## config.mk

```make
export PLATFORM = sky130hd
export DESIGN_NAME = fm_scan_ctrl_gen2
export DESIGN_NICKNAME = d
export VERILOG_FILES = /design/src/rtl/fm_scan_ctrl_gen2.sv
export SDC_FILE = /design/constraint.sdc
export NUM_CORES = 1
export LEC_CHECK = 0
export CAP_MARGIN = 20
export CORE_MARGIN = 3
export CORE_UTILIZATION = 30
export CTS_BUF_LIST = sky130_fd_sc_hd__clkbuf_8 sky130_fd_sc_hd__clkbuf_16
export CTS_CLUSTER_DIAMETER = 200
export CTS_CLUSTER_SIZE = 20
export DETAILED_ROUTE_END_ITERATION = 8
export PLACE_DENSITY = 0.66
export SYNTH_ARGS = -nofsm -noshare
export SYNTH_HDL_FRONTEND = slang
export SYNTH_SLANG_ARGS = --single-unit
```

## constraint.sdc

```tcl
create_clock -name clk -period 3.1 [get_ports clk]
set_input_delay 0.62 -clock clk [delete_from_list [all_inputs] [get_ports clk]]
set_output_delay 0.62 -clock clk [all_outputs]
set_load 0.02 [all_outputs]
```

## src/rtl/fm_scan_ctrl_gen2.sv

```systemverilog
// ---------------------------------------------------------------------------
// fm_scan_ctrl_gen2
// Feature-map traversal controller. A layer configuration is latched through
// a valid/ready handshake. The map is then walked tile by tile (PE_COLS
// columns per tile), row by row and channel by channel, with the bias pass
// last. One tile is retired per step while running.
//
// Handshake: cfg_ready is a register that is high only in IDLE. A
// configuration transfers on a rising edge where cfg_valid && cfg_ready.
// cfg_valid is ignored while running. step and abort only act in RUN, and
// abort wins over a simultaneous step.
//
// Ports
//   clk, rst              clock (rising edge), async active-high reset
//   cfg_valid/cfg_ready   configuration handshake
//   cfg_w/h/c_num         map width/height/channels minus 1
//   cfg_kernel_mode       row-phase divider select (3 behaves as 2)
//   cfg_bit_mode          precision mode, latched only
//   abort, step           terminate layer / tile consumed
//   w/h/c_num, kernel_mode, bit_mode   latched configuration
//   busy                  state == RUN (exposes the FSM state)
//   count_w/h/c           tile origin column, row, channel pass
//   tile_valid_cols       valid columns in the current tile
//   last_tile, last_row, bias_pass     combinational position flags
//   is_even_row, is_even_even_row, row_phase   row guard outputs
//   done, aborted         one-cycle end-of-layer pulses
// ---------------------------------------------------------------------------
module fm_scan_ctrl_gen2 #(
    parameter int CNT_W     = 8,
    parameter int PE_COLS   = 6,
    parameter int PHASE_MOD = 3,
    parameter int PHASE_W   = 2,
    parameter int VC_W      = $clog2(PE_COLS + 1)
) (
    input  logic               clk,
    input  logic               rst,
    input  logic               cfg_valid,
    output logic               cfg_ready,
    input  logic [CNT_W-1:0]   cfg_w_num,
    input  logic [CNT_W-1:0]   cfg_h_num,
    input  logic [CNT_W-1:0]   cfg_c_num,
    input  logic [1:0]         cfg_kernel_mode,
    input  logic               cfg_bit_mode,
    input  logic               abort,
    input  logic               step,
    output logic [CNT_W-1:0]   w_num,
    output logic [CNT_W-1:0]   h_num,
    output logic [CNT_W-1:0]   c_num,
    output logic [1:0]         kernel_mode,
    output logic               bit_mode,
    output logic               busy,
    output logic [CNT_W-1:0]   count_w,
    output logic [CNT_W-1:0]   count_h,
    output logic [CNT_W-1:0]   count_c,
    output logic [VC_W-1:0]    tile_valid_cols,
    output logic               last_tile,
    output logic               last_row,
    output logic               bias_pass,
    output logic               is_even_row,
    output logic               is_even_even_row,
    output logic [PHASE_W-1:0] row_phase,
    output logic               done,
    output logic               aborted
);

    typedef enum logic {S_IDLE, S_RUN} state_t;

    localparam logic [CNT_W:0]     PE_COLS_X  = (CNT_W+1)'(PE_COLS);
    localparam logic [PHASE_W-1:0] PHASE_LAST = PHASE_W'(PHASE_MOD - 1);

    state_t             state_q, state_d;
    logic               cfg_ready_q, cfg_ready_d;
    logic [CNT_W-1:0]   w_num_q, w_num_d, h_num_q, h_num_d, c_num_q, c_num_d;
    logic [1:0]         kernel_mode_q, kernel_mode_d;
    logic               bit_mode_q, bit_mode_d;
    logic [CNT_W-1:0]   count_w_q, count_w_d, count_h_q, count_h_d;
    // One extra bit so the bias pass (c_num+1) is reachable when c_num is all ones.
    logic [CNT_W:0]     count_c_q, count_c_d;
    logic               is_even_row_q, is_even_row_d;
    logic               is_even_even_row_q, is_even_even_row_d;
    logic [PHASE_W-1:0] row_phase_q, row_phase_d;
    logic               done_q, done_d, aborted_q, aborted_d;

    logic [CNT_W:0]     w_end, tvc_last;
    logic [1:0]         km_eff;
    logic [CNT_W-1:0]   ph_mask;
    logic               ph_adv;

    // Position flags evaluated one bit wider so w_num = all-ones cannot wrap.
    assign w_end     = {1'b0, count_w_q} + PE_COLS_X;
    assign last_tile = (w_end > {1'b0, w_num_q});
    assign last_row  = (count_h_q == h_num_q);
    assign bias_pass = (count_c_q == ({1'b0, c_num_q} + (CNT_W+1)'(1)));
    assign tvc_last  = {1'b0, w_num_q} - {1'b0, count_w_q} + (CNT_W+1)'(1);
    assign tile_valid_cols = last_tile ? VC_W'(tvc_last) : VC_W'(PE_COLS);

    // Phase advances when the low km_eff bits of the current row are all ones.
    assign km_eff  = (kernel_mode_q == 2'd3) ? 2'd2 : kernel_mode_q;
    assign ph_mask = CNT_W'((32'd1 << km_eff) - 32'd1);
    assign ph_adv  = ((count_h_q & ph_mask) == ph_mask);

    always_comb begin
        state_d            = state_q;
        cfg_ready_d        = cfg_ready_q;
        w_num_d            = w_num_q;
        h_num_d            = h_num_q;
        c_num_d            = c_num_q;
        kernel_mode_d      = kernel_mode_q;
        bit_mode_d         = bit_mode_q;
        count_w_d          = count_w_q;
        count_h_d          = count_h_q;
        count_c_d          = count_c_q;
        is_even_row_d      = is_even_row_q;
        is_even_even_row_d = is_even_even_row_q;
        row_phase_d        = row_phase_q;
        done_d             = 1'b0;
        aborted_d          = 1'b0;
        case (state_q)
            S_IDLE: begin
                if (cfg_valid && cfg_ready_q) begin
                    w_num_d            = cfg_w_num;
                    h_num_d            = cfg_h_num;
                    c_num_d            = cfg_c_num;
                    kernel_mode_d      = cfg_kernel_mode;
                    bit_mode_d         = cfg_bit_mode;
                    count_w_d          = '0;
                    count_h_d          = '0;
                    count_c_d          = '0;
                    is_even_row_d      = 1'b0;
                    is_even_even_row_d = 1'b0;
                    row_phase_d        = '0;
                    cfg_ready_d        = 1'b0;
                    state_d            = S_RUN;
                end
            end
            S_RUN: begin
                if (abort) begin
                    state_d     = S_IDLE;
                    aborted_d   = 1'b1;
                    cfg_ready_d = 1'b1;
                end else if (step) begin
                    if (!last_tile) begin
                        count_w_d = count_w_q + CNT_W'(PE_COLS);
                    end else if (!last_row) begin
                        count_w_d     = '0;
                        count_h_d     = count_h_q + 1'b1;
                        is_even_row_d = ~is_even_row_q;
                        if (is_even_row_q) begin
                            is_even_even_row_d = ~is_even_even_row_q;
                        end
                        if (ph_adv) begin
                            row_phase_d = (row_phase_q == PHASE_LAST) ? '0 : row_phase_q + 1'b1;
                        end
                    end else if (!bias_pass) begin
                        count_w_d          = '0;
                        count_h_d          = '0;
                        count_c_d          = count_c_q + 1'b1;
                        is_even_row_d      = 1'b0;
                        is_even_even_row_d = 1'b0;
                        row_phase_d        = '0;
                    end else begin
                        state_d     = S_IDLE;
                        done_d      = 1'b1;
                        cfg_ready_d = 1'b1;
                    end
                end
            end
            default: begin
                state_d     = S_IDLE;
                cfg_ready_d = 1'b1;
            end
        endcase
    end

    always_ff @(posedge clk or posedge rst) begin
        if (rst) begin
            state_q            <= S_IDLE;
            cfg_ready_q        <= 1'b1;
            w_num_q            <= '0;
            h_num_q            <= '0;
            c_num_q            <= '0;
            kernel_mode_q      <= '0;
            bit_mode_q         <= 1'b0;
            count_w_q          <= '0;
            count_h_q          <= '0;
            count_c_q          <= '0;
            is_even_row_q      <= 1'b0;
            is_even_even_row_q <= 1'b0;
            row_phase_q        <= '0;
            done_q             <= 1'b0;
            aborted_q          <= 1'b0;
        end else begin
            state_q            <= state_d;
            cfg_ready_q        <= cfg_ready_d;
            w_num_q            <= w_num_d;
            h_num_q            <= h_num_d;
            c_num_q            <= c_num_d;
            kernel_mode_q      <= kernel_mode_d;
            bit_mode_q         <= bit_mode_d;
            count_w_q          <= count_w_d;
            count_h_q          <= count_h_d;
            count_c_q          <= count_c_d;
            is_even_row_q      <= is_even_row_d;
            is_even_even_row_q <= is_even_even_row_d;
            row_phase_q        <= row_phase_d;
            done_q             <= done_d;
            aborted_q          <= aborted_d;
        end
    end

    assign cfg_ready        = cfg_ready_q;
    assign w_num            = w_num_q;
    assign h_num            = h_num_q;
    assign c_num            = c_num_q;
    assign kernel_mode      = kernel_mode_q;
    assign bit_mode         = bit_mode_q;
    assign busy             = (state_q == S_RUN);
    assign count_w          = count_w_q;
    assign count_h          = count_h_q;
    assign count_c          = count_c_q[CNT_W-1:0];
    assign is_even_row      = is_even_row_q;
    assign is_even_even_row = is_even_even_row_q;
    assign row_phase        = row_phase_q;
    assign done             = done_q;
    assign aborted          = aborted_q;

endmodule

```

==> impl_results.md, run 1 <==
* Port Buffers at 95
* Worst path required time at 2480 ps
* CTS root buffer: clkbuf_16
* Setup CP Type: flop to output pin
* Cell row count at 38
* Crit end category: output pin
* Worst EP arrival at 2480 ps
* Pleak at 0.002443 uW
* Least-Margin Pin Slew at 649.2 ps
* Crit path max fanout at 4
* Final Hold Viols at 0
* Gr usage total at 0.1540
* Worst setup margin at -3.203 ps
* DR pass1 iterations at 4
* Setup violators final at 1
* Synth Cell Area at 3411 um2
* CTS tree: yes
* Synth top area cells: dfrtp_1, nand2_1, ha_1, xor2_1, inv_1
* PD cells at 349.3 nW/um2
* Die W at 112.6 um
* Post-synth net total at 439
* Unique cell type count in the Yosys netlist at 47
* DIE AREA at 12680 um2
* Final Cycle Share at 1.001
* Clock sink total at 59
* Mapped Avg Cell Area at 8.679 um2
* Yosys top cell by area: dfrtp_1
* Relative slew slack at 0.5665
* Critical-path top delay cell: dfrtp_1
* DR DRC count at 0
* Critical-path cell list: buf_6, o2111ai_4, nor2_2, or2_4, ha_4, buf_6, nand4_1, o22a_1, o21ai_2, nand2_4, nand2_2, buf_6
* Synth top area share at 0.4255
* Most frequent cell after synthesis: nand2_1
* Peak supply drop at 0.1950 mV
* Largest net degree at the start of global routing at 39
* Initial Utilization at 0.3105
* Clk pin slew, worst setup/hold paths at 50 ps
* DR WL/cell at 15.03 um
* Number of synthesized flops with an enable pin at 0
* Post-DP HPWL at 7132 um
* HP Class: flop to flop
* FF-to-FF path depth at 13
* Number of max-cap violations at 0
* Gr ovfl total at 0
* Fin crit period at 3103 ps
* Fin. max-slew vios at 0
* Top cells by count, synth: nand2_1, dfrtp_1, inv_1, nand3_1, o21ai_0
* Placed instance area at 4666 um2
* WHS Path Cells at 2
* Status: finished, violations left
* CP startpoint kind: flop
* Via density at 5.018
* Max Freq at 0.3222 GHz
* Num CTS Buffers at 9
* Post-synthesis register bit count at 59
* Synth Instances at 393
* Filler Cells Inserted at 1059
* CTS max path bufs at 2
* Post-synth ARST share at 1.000
* Layout cells sized above 1 at 0.1693
* Number of synthesis warnings at 0
* Top FF cell, synth: dfrtp_1
* Routed WL at 9831 um
* Register area share after synthesis at 0.4332
* Pre-CTS setup slack at -293.0 ps
* Chip height at 112.6 um
* CP most frequent cell: buf_6
* Via Count at 3282
* Worst skew pair latency at 320 ps
* RSZ-0062 raised after global routing: yes
* Area Overhead vs Synth at 49.49%
* CORE AREA at 10980 um2
* Layout Skew at 8.637 ps
* First-pass GRT wire length at 15980 um
* H-tree Lvls at 3
* Fin nets at 555
* Initial antenna violation count at 0
* Vias in the first global route at 3258
* CP max stage delay at 400 ps
* Final RePlAce weighted congestion at 0.8262
* Initial DRC count at 154
* Antenna Nets Post-Route at 0
* IO Count at 97
* Failing checks: setup timing
* Design area at 5099 um2
* Ant diodes at 0
* Setup TNS at -3.203 ps
## registers in the layout, summed over array words and instances, names as in the netlist, 2 cells and up
register	cells
row_phase	2
kernel_mode	2
count_c_q	9
c_num	8
count_h	8
w_num	8
count_w	7
h_num	8
## final timing paths
check                                 from            endpoint  slack, ps
worst max-delay path            count_w[2]  tile_valid_cols[1]         -3
worst min register to register    bit_mode            bit_mode        480
max in group asynchronous              rst           cfg_ready       1720
min in group asynchronous              rst            c_num[1]        720
worst min-delay path              bit_mode            bit_mode        480
worst max register to register  count_w[1]        count_c_q[2]         30
## worst max-delay path, delay by kind of cell, from the launching register on
| family | cells | cell delay (ps) |
|---|---|---|
| DFF | 1 | 400 |
| adders and majority gates | 1 | 270 |
| and+or+nand+nor | 5 | 600 |
| buffers and inverters | 3 | 320 |
| AOI/OAI and AO/OA | 3 | 550 |
## cell type report
type | count | area [um2] | area share
inverters | 30 | 112.6 | 0.02209
well taps | 140 | 175.2 | 0.03436
multi-input cells | 281 | 1838 | 0.3605
clock buffers | 9 | 225.2 | 0.04417
clock inverters | 7 | 55.05 | 0.01080
flip-flops and latches | 59 | 1479 | 0.2901
repair buffers | 128 | 1214 | 0.2380
## per-stage QoR
stage               hold slack, ps    util  power [uW]  instances
finish                       484.9  0.4642        1781        654
global route                 503.9  0.4642        1842        654
CTS                          488.1  0.4543        1796        653
detailed placement           473.4  0.4248       846.7        635
global placement             463.5  0.4248       846.3        635
floorplan                    545.0       -       798.5        393
## layer usage
metal  global-route usage  wire [um]
met2               0.2461       4605
met5                    0          0
met3              0.04097        605
met4              0.05449        195
met1               0.2014       4425
## placed cells by master (no fill, tap or decap), types with 4 or more instances in the layout
master / n
clkdlybuf4s50_1: 90
nand2_1: 79
dfrtp_1: 57
inv_1: 30
buf_4: 29
nand3_1: 20
o21ai_0: 17
xor2_1: 13
nor2_1: 12
a31oi_1: 11
a21oi_1: 11
xnor2_1: 10
and3_1: 10
ha_1: 10
clkbuf_16: 9
a211o_1: 6
nand4_1: 5
and2_1: 5
nand2b_1: 5
buf_6: 5
nor4_2: 4
inv_2: 4
nor4_1: 4
or2_2: 4
o211ai_1: 4
mux2i_1: 4
## cell families (layout without fill, tap and decap cells)
group / Yosys count / in the layout / share of synthesized area
XOR/XNOR: 25 / 25 / 0.06420
AND/OR/NAND/NOR: 164 / 164 / 0.2241
multiplexers: 5 / 5 / 0.01504
AO/OA/AOI/OAI: 72 / 72 / 0.1401
buffers and inverters: 53 / 174 / 0.07080
adder cells (fa/ha/maj): 14 / 14 / 0.05136
flip-flops: 59 / 59 / 0.4332
other: 1 / 1 / 0.001099
## report_power, final
| part | internal, uW | switching (uW) |
|---|---|---|
| registers | 771 | 0 |
| clock network | 607 | 343 |
| logic | 37.2 | 23.4 |
| total | 1420 | 366 |
## repair_timing
action | in CTS | in global routing
buffers inserted | 2 | 2
resized for setup | 25 | 26
cloned | 0 | 0
endpoints found under the setup margin | 7 | 24
hold buffers | 0 | 0
pin swaps | 2 | 18
(Power assumes the default switching activity.)
==> inputs of run 2 (changes only) <==
--- a/config.mk
+++ b/config.mk
@@ -6,13 +6,16 @@
 export NUM_CORES = 1
 export LEC_CHECK = 0
 export CAP_MARGIN = 20
+export CELL_PAD_IN_SITES_DETAIL_PLACEMENT = 1
+export CELL_PAD_IN_SITES_GLOBAL_PLACEMENT = 1
 export CORE_MARGIN = 3
-export CORE_UTILIZATION = 30
+export CORE_UTILIZATION = 32
 export CTS_BUF_LIST = sky130_fd_sc_hd__clkbuf_8 sky130_fd_sc_hd__clkbuf_16
 export CTS_CLUSTER_DIAMETER = 200
 export CTS_CLUSTER_SIZE = 20
 export DETAILED_ROUTE_END_ITERATION = 8
-export PLACE_DENSITY = 0.66
+export HOLD_SLACK_MARGIN = 0.03
+export PLACE_DENSITY = 0.86
 export SYNTH_ARGS = -nofsm -noshare
 export SYNTH_HDL_FRONTEND = slang
 export SYNTH_SLANG_ARGS = --single-unit
==> impl_results.md, run 2 (synthesis gave the netlist of run 1 again) <==
* Status: finished, violations left
* Failing checks: setup timing
* DR pass1 iterations at 4 (unchanged)
* Num CTS Buffers at 9 (unchanged)
* Final RePlAce weighted congestion at 0.8131 (-1.6%)
* Final Hold Viols at 0 (unchanged)
* DR WL/cell at 19.97 um (+33%)
* Initial DRC count at 163 (+5.8%)
* CP startpoint kind: flop
* CORE AREA at 10320 um2 (-6.0%)
* Layout Skew at 19.80 ps (+11.17 ps)
* Critical-path top delay cell: dfrtp_2
* Critical-path cell list: o2111ai_4, nor2_4, or2_4, ha_4, buf_6, nand4_1, o22a_1, o21ai_2, nand2_4, buf_6, nand2_4, buf_6
* HP Start: bit_mode
* Largest net degree at the start of global routing at 39 (unchanged)
* CTS root buffer: clkbuf_8
* Reg2reg start: count_w[1]
* Fin. max-slew vios at 0 (unchanged)
* Worst skew pair latency at 350 ps (+30 ps)
* Post-DP HPWL at 8338 um (+17%)
* Worst Setup SP: count_w[1]
* Pleak at 0.002448 uW (+0.21%)
* Peak supply drop at 0.1535 mV (-21%)
* Filler Cells Inserted at 1189 (+12%)
* Clock sink total at 59 (unchanged)
* Initial antenna violation count at 0 (unchanged)
* Design area at 5140 um2 (+0.81%)
* Via density at 5.343 (+6.5%)
* DR DRC count at 0 (unchanged)
* Number of max-cap violations at 0 (unchanged)
* Most frequent cells in the layout: clkdlybuf4s50_1, nand2_1, dfrtp_1
* Cell row count at 37 (-2.6%)
* Initial Utilization at 0.3304 (+0.01984)
* Largest Register: count_c_q
* Crit path max fanout at 4 (unchanged)
* Worst setup margin at -198.8 ps (-195.6 ps)
* First-pass GRT wire length at 18870 um (+18%)
* RSZ-0062 raised after global routing: yes
* Max FFs per register at 9 (unchanged)
* CTS max path bufs at 2 (unchanged)
* Chip height at 109.2 um (-3.0%)
* H-tree Lvls at 3 (unchanged)
* PD cells at 307.7 nW/um2 (-12%)
* Via Count at 3521 (+7.3%)
* Fin nets at 564 (+1.6%)
* Worst path required time at 2480 ps (about the same)
* IO Count at 97 (unchanged)
* Final Cycle Share at 1.064 (+0.06310)
* Pre-CTS setup slack at -336.0 ps (-42.98 ps)
* Area Overhead vs Synth at 50.70%
* Placed instance area at 4641 um2 (-0.54%)
* Die W at 109.2 um (-3.0%)
* Port Buffers at 95 (unchanged)
* Fin crit period at 3299 ps (+195.6 ps)
* Routed WL at 13160 um (+34%)
* Ant diodes at 0 (unchanged)
* Vias in the first global route at 3688 (+13%)
* Worst EP arrival at 2680 ps (+200 ps)
* Max Freq at 0.3031 GHz (-5.9%)
* Crit end category: output pin
* Least-Margin Pin Slew at 689.1 ps (+39.87 ps)
* DIE AREA at 11930 um2 (-5.9%)
* Gr usage total at 0.2041 (+0.05006)
* Setup violators final at 12 (+11)
* Gr ovfl total at 0 (unchanged)
* FF-to-FF setup slack at -60 ps (-90 ps)
* CTS tree: yes
* Commonest non-fill, non-tap cell in the layout: clkdlybuf4s50_1
* Relative slew slack at 0.5398 (-0.02679)
* Antenna Nets Post-Route at 0 (unchanged)
* CP most frequent cell: buf_6
* Setup CP Type: flop to output pin
* Layout cells sized above 1 at 0.2122 (+0.04298)
* Clk pin slew, worst setup/hold paths at 80 ps (+30 ps)
* HP Class: flop to flop
* CP max stage delay at 460 ps (+60 ps)
-- run 2: final timing paths --
path,depth (start not counted),to
max in group asynchronous,3,cfg_ready
min in group asynchronous,2,w_num[0]
worst max-delay path,12,tile_valid_cols[2]
worst max register to register,12,count_c_q[2]
worst min-delay path,2,bit_mode
worst min register to register,2,bit_mode
-- run 2: report_power, final --
| group | switching, uW | internal, uW | total [uW] |
|---|---|---|---|
| Combinational | 25.3 | 36.3 | 61.6 |
| Clock | 357 | 393 | 751 |
| Sequential | 0 | 769 | 769 |
-- run 2: metrics by stage --
step                  util  hold slack (ps)  total power (uW)  TNS (ps)  std cells
floorplan                -            545.0             798.5         0        393
global placement    0.4495            465.5             845.9    -473.6        630
detailed placement  0.4495            477.9             846.4     -2837        630
CTS                 0.4790            496.9              1582    -170.0        651
global route        0.4979            516.6              1638     -3627        659
finish              0.4979            487.2              1581    -829.3        659
-- run 2: layer usage --
metal,routed length (um),vias to the layer above,global-route usage
li1,-,1587,-
met2,6700,137,0.3526
met1,5444,1767,0.2541
met3,696,30,0.03908
met4,318,0,0.07124
met5,0,-,0
-- run 2: final cells by class --
class	count	area, um2	area share
Sequential cell	59	1480	0.2880
Multi-Input combinational cell	281	1898	0.3693
Clock buffer	10	137.6	0.02678
Tap cell	136	170.2	0.03311
Inverter	30	115.1	0.02240
Clock inverter	6	65.06	0.01266
Timing Repair Buffer	137	1274	0.2478
-- run 2: worst max-delay path, delay by kind of cell (launching register included) --
family	cells	cell delay (ps)
AO/OA/AOI/OAI	3	620
AND/OR/NAND/NOR	5	610
flip-flops	1	460
buffers and inverters	3	350
adder cells (fa/ha/maj)	1	290
-- run 2: repair_timing --
action | CTS | global route
hold buffers | 0 | 0
pin swaps | 9 | 17
endpoints found under the hold margin | 0 | 0
setup endpoints to repair | 19 | 25
buffers inserted | 5 | 9
resized for setup | 38 | 34
==> patch (config.mk and constraints of run 1) <==
`PE_COLS`: 6 -> 12.
--- a/src/rtl/fm_scan_ctrl_gen2.sv
+++ b/src/rtl/fm_scan_ctrl_gen2.sv
@@ -29,3 +29,3 @@
     parameter int CNT_W     = 8,
-    parameter int PE_COLS   = 6,
+    parameter int PE_COLS   = 12,
     parameter int PHASE_MOD = 3,
Interface: changed (resized tile_valid_cols); port bits go from 97 to 98. The function was not compared with the original's and may differ.
==> patch against run 1 <==
The flow still finishes with violations (negative setup slack); synthesized area is 1.3% higher; die area is 1.2% higher; sequential share of layout area is 0.34 points lower; wire length is 2.5% higher; sequential cell count is 1 lower; final area is 0.52% lower; setup slack worse by 25 ps; largest cell class unchanged; critical path type unchanged.
Power is not compared: it rests on default switching activity, and its combinational part moved more than twofold at a synthesized area within 25%.
==> patch: results (changes against run 1) <==
** Placement
- Area of placed instances :: 4640 um2 (-0.59%)
- The cell count after placement was 630 (-0.79%).
- Sum of net half-perimeters after detailed placement :: 7320 um (+2.7%)

** Worst setup path
- Maximum fanout encountered on the critical timing path :: 5 (+1)
- The number of cells on the worst reg-to-reg path was 14 (+1).
- On the critical path the largest part of the delay comes from compound AO/OA/AOI/OAI gates.
- Endpoint arrival time on the critical path :: 2510 ps (+30 ps)

** Timing
- Hold WS :: 479 ps (-6.10 ps)
- The number of failing setup endpoints in the final timing report came to 1 (unchanged).
- The final worst setup slack came to -27.9 ps (-24.7 ps).
- The worst-case clock skew came to 6.05 ps (-2.58 ps).

** Status
- Failing checks :: negative setup slack
- The flow ran to the end, but the final reports show violations.

** Detailed routing
- The routed via count came to 3200 (-2.5%).
- Amount of wire on met3 after detailed routing :: 746 um (+23%)
- The routed wire length on met2 is 4890 um (+6.1%).
- The DRC violation total after the first TritonRoute iteration came to 211 (+37%).

** Logic synthesis
- Post-synth top cells :: sky130_fd_sc_hd__nand2_1 (90), sky130_fd_sc_hd__dfrtp_1 (57), sky130_fd_sc_hd__o21ai_0 (27), sky130_fd_sc_hd__inv_1 (24), sky130_fd_sc_hd__nand3_1 (21)
- Register bit total from synthesis :: 58 (-1.7%)

** Final layout
- The fraction of area in clock buffers and inverters came to 5.90% (+0.40 points).
- The count of non-CTS buffers in the layout was 123 (-3.9%).
- The final net count is 554 (-0.18%).
- Total area of sequential cells :: 1450 um2 (-1.7%)
- Fraction of area in multi-input gates :: 37.2% (+1.1 points)
- The number of clock buffer instances in the layout came to 11 (+2).
- Buffer share of cell area :: 23.0% (-0.76 points)
- The inverter count of the layout excluding clock inverters came to 24 (-20%).
- The non-filler instance count after layout is 653 (-0.15%).

** Global routing
- The global routing usage on met1 was 18.6% (-1.5 points).
- The met2 routing resource usage after global routing was 25.9% (+1.3 points).
-- patch: cell types whose count changed in the layout (fill, tap and decap cells not counted), moves of 4 or more --
cell / delta
sky130_fd_sc_hd__inv_1: -8
sky130_fd_sc_hd__o21ai_0: +9
sky130_fd_sc_hd__or3_1: +7
sky130_fd_sc_hd__a211o_1: -5
sky130_fd_sc_hd__nor3_1: +7
sky130_fd_sc_hd__a31oi_1: -10
sky130_fd_sc_hd__nand2_1: +11
sky130_fd_sc_hd__nor4_2: -4
sky130_fd_sc_hd__or2_2: -4
sky130_fd_sc_hd__and3_1: -7
sky130_fd_sc_hd__nor2_1: +5
-- patch: worst max-delay path by stage --
stage	startpoint	to	slack [ps]	cells after the start
floorplan	count_w[2]$_DFFE_PP0P_	tile_valid_cols[1]	30	11
global placement	count_w[2]$_DFFE_PP0P_	tile_valid_cols[1]	-50	12
detailed placement	count_w[2]$_DFFE_PP0P_	tile_valid_cols[1]	-150	12
CTS	count_w[3]$_DFFE_PP0P_	tile_valid_cols[1]	-70	11
global route	count_w[2]$_DFFE_PP0P_	tile_valid_cols[1]	-170	12
finish	count_w[3]$_DFFE_PP0P_	tile_valid_cols[1]	-30	12
-- patch: kinds of logic (layout without fill, tap and decap cells) --
| family | count (synthesis) | in the layout | share of synthesized area, % |
|---|---|---|---|
| other | 1 | 3 | 0.109 |
| adders and majority gates | 14 | 14 | 5.29 |
| DFF | 58 | 58 | 42.1 |
| buffers and inverters | 46 | 163 | 6.30 |
| AOI/OAI and AO/OA | 75 | 76 | 15.9 |
| xor gates and xnor gates | 24 | 24 | 6.08 |
| muxes | 5 | 5 | 1.48 |
| and+or+nand+nor | 170 | 170 | 22.8 |
